File: config.mk
export PLATFORM = sky130hd
export DESIGN_NAME = cdce_config_sequencer
export DESIGN_NICKNAME = d
export VERILOG_FILES = /design/src/rtl/cdce_cfg_pkg.sv /design/src/rtl/cdce_delay_timer.sv /design/src/rtl/cdce_config_sequencer.sv
export SDC_FILE = /design/constraint.sdc
export NUM_CORES = 1
export LEC_CHECK = 0
export BUFFER_PORTS_ARGS = -buffer_cell sky130_fd_sc_hd__buf_2
export CORE_ASPECT_RATIO = 0.9
export CORE_UTILIZATION = 40
export DETAILED_ROUTE_END_ITERATION = 10
export SYNTH_ARGS = -nofsm -noshare
export SYNTH_HDL_FRONTEND = slang
export SYNTH_SLANG_ARGS = --single-unit
File: constraint.sdc
create_clock -name clk -period 2.3 [get_ports clk]
set_input_delay 0.345 -clock clk [delete_from_list [all_inputs] [get_ports clk]]
set_output_delay 0.345 -clock clk [all_outputs]
set_load 0.01 [all_outputs]
File: src/rtl/cdce_cfg_pkg.sv
// Shared definitions for the CDCE configuration sequencer: command fields, opcodes,
// error codes and the sequencer state encoding.
package cdce_cfg_pkg;

  localparam int unsigned CMD_W  = 24;
  localparam int unsigned ARG_W  = 16;
  localparam int unsigned WORD_W = 32;

  // Command field slices
  localparam int unsigned OP_MSB  = 23;
  localparam int unsigned OP_LSB  = 20;
  localparam int unsigned ARG_MSB = 15;

  localparam logic [3:0] OP_END       = 4'h0;
  localparam logic [3:0] OP_LOAD_HI   = 4'h1;
  localparam logic [3:0] OP_WRITE_LO  = 4'h2;
  localparam logic [3:0] OP_DELAY     = 4'h3;
  localparam logic [3:0] OP_WAIT_LOCK = 4'h4;

  localparam logic [1:0] ERR_NONE         = 2'd0;
  localparam logic [1:0] ERR_OPCODE       = 2'd1;
  localparam logic [1:0] ERR_LOCK_TIMEOUT = 2'd2;
  localparam logic [1:0] ERR_PAST_END     = 2'd3;

  typedef enum logic [3:0] {
    StIdle,
    StFetch,
    StRomWait,
    StDecode,
    StSend,
    StDelay,
    StLock,
    StDone,
    StError
  } state_e;

endpackage

File: src/rtl/cdce_delay_timer.sv
// Tick timer shared by DELAY and WAIT_LOCK: a DELAY_UNIT-cycle prescaler feeding a 16-bit
// down-counter. 'expired' is asserted during the last cycle of the programmed interval, or
// immediately when loaded with zero.
module cdce_delay_timer
  import cdce_cfg_pkg::*;
#(
  parameter int unsigned DELAY_UNIT = 1000
) (
  input  logic             clk,
  input  logic             reset,
  input  logic             load,
  input  logic [ARG_W-1:0] arg,
  output logic             expired
);

  localparam int unsigned PRESC_W = (DELAY_UNIT > 1) ? $clog2(DELAY_UNIT) : 1;
  localparam logic [PRESC_W-1:0] PRESC_LAST = PRESC_W'(DELAY_UNIT - 1);

  logic [PRESC_W-1:0] presc_q;
  logic [ARG_W-1:0]   ticks_q;
  logic               tick_end;

  assign tick_end = (presc_q == PRESC_LAST);

  // Prescaler and tick counter; both freeze once the tick count reaches zero.
  always_ff @(posedge clk) begin
    if (reset) begin
      presc_q <= '0;
      ticks_q <= '0;
    end else if (load) begin
      presc_q <= '0;
      ticks_q <= arg;
    end else if (ticks_q != '0) begin
      if (tick_end) begin
        presc_q <= '0;
        ticks_q <= ticks_q - ARG_W'(1);
      end else begin
        presc_q <= presc_q + PRESC_W'(1);
      end
    end
  end

  // Flag the final cycle so the caller leaves exactly arg*DELAY_UNIT cycles after loading.
  always_comb begin
    expired = (ticks_q == '0) || ((ticks_q == ARG_W'(1)) && tick_end);
  end

endmodule

File: src/rtl/cdce_config_sequencer.sv
// Walks the CDCE command ROM from address 0 after a start pulse, turning LOAD_HI/WRITE_LO
// pairs into 32-bit SPI words and handling timed delays and PLL-lock waits.
module cdce_config_sequencer
  import cdce_cfg_pkg::*;
#(
  parameter int unsigned ADDR_W     = 8,
  parameter int unsigned LAST_ADDR  = 255,
  parameter int unsigned DELAY_UNIT = 1000
) (
  input  logic              clk,
  input  logic              reset,
  input  logic              start,
  output logic [ADDR_W-1:0] rom_address,
  input  logic [CMD_W-1:0]  rom_command,
  output logic [WORD_W-1:0] spi_word,
  output logic              spi_valid,
  input  logic              spi_ready,
  input  logic              pll_lock,
  output logic              busy,
  output logic              done,
  output logic              error,
  output logic [1:0]        err_code
);

  state_e state_q, state_d;

  logic [ADDR_W-1:0] rom_address_q;
  logic [ARG_W-1:0]  hold_q;
  logic [WORD_W-1:0] spi_word_q;
  logic [1:0]        err_code_q;

  logic [3:0]       op;
  logic [ARG_W-1:0] arg;
  logic             unused_cmd_bits;

  logic       run_clear;
  logic       addr_inc;
  logic       hold_load;
  logic       word_load;
  logic       err_set;
  logic [1:0] err_val;
  logic       timer_load;
  logic       timer_expired;
  logic       at_last;

  assign op              = rom_command[OP_MSB:OP_LSB];
  assign arg             = rom_command[ARG_MSB:0];
  assign unused_cmd_bits = ^rom_command[OP_LSB-1:ARG_MSB+1];
  assign at_last         = (rom_address_q == ADDR_W'(LAST_ADDR));

  cdce_delay_timer #(
    .DELAY_UNIT(DELAY_UNIT)
  ) u_timer (
    .clk    (clk),
    .reset  (reset),
    .load   (timer_load),
    .arg    (arg),
    .expired(timer_expired)
  );

  // State register.
  always_ff @(posedge clk) begin
    if (reset) begin
      state_q <= StIdle;
    end else begin
      state_q <= state_d;
    end
  end

  // Next-state logic plus datapath strobes; "next" either advances the address or aborts at the top.
  always_comb begin
    state_d    = state_q;
    run_clear  = 1'b0;
    addr_inc   = 1'b0;
    hold_load  = 1'b0;
    word_load  = 1'b0;
    err_set    = 1'b0;
    err_val    = ERR_NONE;
    timer_load = 1'b0;

    unique case (state_q)
      StIdle, StDone, StError: begin
        if (start) begin
          run_clear = 1'b1;
          state_d   = StFetch;
        end
      end
      StFetch:   state_d = StRomWait;
      StRomWait: state_d = StDecode;
      StDecode: begin
        unique case (op)
          OP_END: state_d = StDone;
          OP_LOAD_HI: begin
            hold_load = 1'b1;
            state_d   = StFetch;
          end
          OP_WRITE_LO: begin
            word_load = 1'b1;
            state_d   = StSend;
          end
          OP_DELAY: begin
            if (arg == '0) begin
              state_d = StFetch;
            end else begin
              timer_load = 1'b1;
              state_d    = StDelay;
            end
          end
          OP_WAIT_LOCK: begin
            timer_load = 1'b1;
            state_d    = StLock;
          end
          default: begin
            err_set = 1'b1;
            err_val = ERR_OPCODE;
            state_d = StError;
          end
        endcase
      end
      StSend: begin
        if (spi_ready) state_d = StFetch;
      end
      StDelay: begin
        if (timer_expired) state_d = StFetch;
      end
      StLock: begin
        // Lock wins over a coinciding timeout.
        if (pll_lock) begin
          state_d = StFetch;
        end else if (timer_expired) begin
          err_set = 1'b1;
          err_val = ERR_LOCK_TIMEOUT;
          state_d = StError;
        end
      end
      default: state_d = StIdle;
    endcase

    // Common "next" handling for every path that advanced back to FETCH from inside the run.
    if ((state_d == StFetch) && (state_q != StFetch) && !run_clear) begin
      if (at_last) begin
        err_set = 1'b1;
        err_val = ERR_PAST_END;
        state_d = StError;
      end else begin
        addr_inc = 1'b1;
      end
    end
  end

  // Datapath registers: ROM address, high-half hold, SPI word and error code.
  always_ff @(posedge clk) begin
    if (reset) begin
      rom_address_q <= '0;
      hold_q        <= '0;
      spi_word_q    <= '0;
      err_code_q    <= ERR_NONE;
    end else begin
      if (run_clear) begin
        rom_address_q <= '0;
        hold_q        <= '0;
        err_code_q    <= ERR_NONE;
      end
      if (addr_inc)  rom_address_q <= rom_address_q + ADDR_W'(1);
      if (hold_load) hold_q <= arg;
      if (word_load) spi_word_q <= {hold_q, arg};
      if (err_set)   err_code_q <= err_val;
    end
  end

  // Moore outputs decoded from the state.
  always_comb begin
    busy      = 1'b0;
    spi_valid = 1'b0;
    done      = 1'b0;
    error     = 1'b0;
    unique case (state_q)
      StFetch, StRomWait, StDecode, StDelay, StLock: busy = 1'b1;
      StSend: begin
        busy      = 1'b1;
        spi_valid = 1'b1;
      end
      StDone:  done  = 1'b1;
      StError: error = 1'b1;
      default: ;
    endcase
  end

  assign rom_address = rom_address_q;
  assign spi_word    = spi_word_q;
  assign err_code    = err_code_q;

endmodule

==> results.cfg <==
[run_status]
outcome = complete, but fails checks
violations = setup timing

[placed_design]
gp_congestion = 0.855
dp.cells = 710
io_buffers = 70
place_ws_ns = -0.290
dpl.hpwl_um = 7420
place_area_um2 = 4800

[logic_synthesis]
synth-async-reset-ratio_pct = 0
synth_cells = 504
ys_seq_area_share_pct = 43.3
synth_top_area_share_pct = 43.3
synth_nets = 537
syn_area_per_cell_um2 = 8.07
ys_types = 54
ys_warn_count = 0
yosys.area.top_type = dfxtp_1
synth_area_um2 = 4070
synth_area_leaders = dfxtp_1 43%, nand2_1 8.2%, nor2_1 5.2%, a21oi_1 5.0%, a22oi_1 3.1%
ys.flop_type = dfxtp_1
synth-seq-cells = 88
synth-edff-count = 0

[setup_path]
cp_max_fo = 4
path_buf_inv = 1
crit_top_cell = or4_4
path_cells = or4_4, or4_4, o31a_1, nor4_4, buf_4, or2b_1, and3_1
arrival_ns = 2.77
crit_family = simple AND/OR/NAND/NOR gates
crit_path_start_kind = register
crit_slowest_cell = or4_4
path_class = reg2reg
endpoint_kind = register
slowest_delay_ns = 0.53
crit_required_ns = 2.54

[floorplan]
die_w_um = 108
rows = 34
die_area_um2 = 10600
core_um2 = 9780
initial_core_util_pct = 41.6
ios = 75
fp.dieH_um = 97.7

[pwr]
p_sw_share_pct = 24.4
intPower_w = 0.00257
clkPwrFrac_pct = 44.1
cellPowerDensity_nw_per_um2 = 637
power_frac_seq_pct = 45.8
ir_drop_mv = 0.417
p_leak_nw = 2.10
pwr-share-comb_pct = 10.1
power.net_switching_w = 0.000828

[timing]
fin_worst_skew_ns = 0.00971
slew_viol_final = 0
hold_viol_final = 0
rsz0062_at_grt = true
setup_ws_ns = -0.236
maxSlewHeadroom_pct = 51.5
tightest_slew_ns = 0.724
finalSetupViolations = 32
finalCritPeriodShare_pct = 110
fin_crit_ns = 2.54
max_clock_freq_mhz = 394

[global_route]
grt_use_total_pct = 21.5
grt_max_degree = 77
first_global_vias = 3708
grt_pass1_wl_um = 18000
grt.overflow.total = 0
antenna_found_initial = 0

[route]
num_vias = 3987
first_pass_iters = 4
drcViolationCount = 0
vias_per_cell = 5.42
drt_iter0_drc = 251
postRouteAntennaNets = 0
drt-total-wl_um = 11000
wire_per_inst_um = 15.0

[clock_tree]
insertion_delay_ns = 0.34
numCtsBuffers = 9
clkTransAtPathRegs_ns = 0.07
cts_htree_levels = 3
hold_buffers = 0
root_buffer = clkbuf_16
clock-sinks = 88
cts_buffer_depth = 2
cts_tree = yes

[cells_and_area]
antenna_cells = 0
fin_util_pct = 54.5
design_area_um2 = 5330
fin_cells = 735
mostFrequentLayoutCell = nand2_1
fill_cells = 948
drive_gt1_share_pct = 28.1
syn_to_final_growth_pct = 31.1
nets = 637
final_cell_mix = 88 x nand2_1, 86 x dfxtp_1, 71 x buf_2

[run]
maxCapViolCount = 0

[worst_hold_path]
holdCritPathClass = in2reg
-- power groups by stage --
stage               registers (W)  logic [W]  clock network [W]
CTS                       0.00155   0.000324            0.00153
detailed placement        0.00159   0.000289                  0
finish                    0.00156   0.000342            0.00150
floorplan                 0.00158   0.000172                  0
global route              0.00156   0.000374            0.00159
global placement          0.00159   0.000286                  0
-- cells by family after synthesis --
kind of cell             share of synthesized area [%]
AND/OR/NAND/NOR                                   28.1
multiplexers                                     0.492
buffers and inverters                             4.09
adder cells (fa/ha/maj)                           1.23
flip-flops                                        43.3
XOR/XNOR                                          4.95
AO/OA/AOI/OAI                                     17.8
-- worst paths after layout --
kind	from	endpoint	slack [ns]	depth (start not counted)
hold reg to reg	hold_q[3]	spi_word[19]	0.45	2
setup / recovery	u_timer.ticks_q[11]	state_q[0]	-0.24	7
hold / removal	rom_command[5]	spi_word[5]	0.29	3
setup reg to reg	u_timer.ticks_q[11]	state_q[0]	-0.24	7
-- worst min-delay path, delay by kind of cell --
family          cells  cell delay [ns]
simple gates        1             0.06
compound gates      1             0.05
buf+inv             1             0.13
-- Yosys cell counts, drive strengths merged (2+ instances only) --
library cell / n
nand4: 9
or3b: 2
xor2: 10
nand4b: 3
a311oi: 2
or2: 2
clkbuf: 30
dfxtp: 88
nand3: 15
or3: 4
a31oi: 6
ha: 4
a2111oi: 2
nor2: 56
mux2i: 2
nor2b: 4
a211oi: 15
o31a: 3
buf: 3
and2: 3
a21oi: 41
xnor2: 13
o21ai: 4
o31ai: 2
a21o: 9
nand2: 89
or4: 3
nand2b: 5
nor3: 13
nor4: 11
and3: 4
inv: 7
nand3b: 3
a22oi: 17
and4: 2
nor3b: 3
o211ai: 2
-- through the flow --
step	hold WS (ns)	TNS, ns	power (W)
6_report	0.294	-4.90	0.00339
5_1_grt	0.287	-7.49	0.00352
4_1_cts	0.283	-3.11	0.00341
3_5_place_dp	0.445	-7.51	0.00188
3_3_place_gp	0.441	-6.09	0.00187
2_1_floorplan	0.432	-2.88	0.00176
-- registers in the layout, summed over array words and instances (netlist names) --
| register | cells |
|---|---|
| rom_address | 8 |
| u_timer.presc_q | 10 |
| spi_word | 32 |
| hold_q | 16 |
| u_timer.ticks_q | 16 |
| err_code | 2 |
| state_q | 4 |
-- routing by layer --
layer / wire [um] / track usage, %
met5: 0 / 0
met4: 141 / 7.38
met3: 406 / 4.09
met2: 5220 / 34.0
met1: 5230 / 29.2
-- final cells by class --
type / count / area, um^2 / share of cell area [%]
timing repair buffer: 121 / 782 / 14.7
clock inverter: 6 / 67.6 / 1.27
clock buffer: 10 / 239 / 4.48
multi-input combinational: 377 / 2290 / 43.0
tap: 126 / 158 / 2.96
inverter: 7 / 26.3 / 0.493
sequential: 88 / 1760 / 33.1
-- timing repair --
action,4_1_cts,5_1_grt
pin swaps,10,17
cloned,4,0
setup endpoints to repair,48,66
resized for setup,17,24
endpoints found under the hold margin,0,0
setup buffers,2,3
No activity file was read; power rests on OpenSTA's default activity.
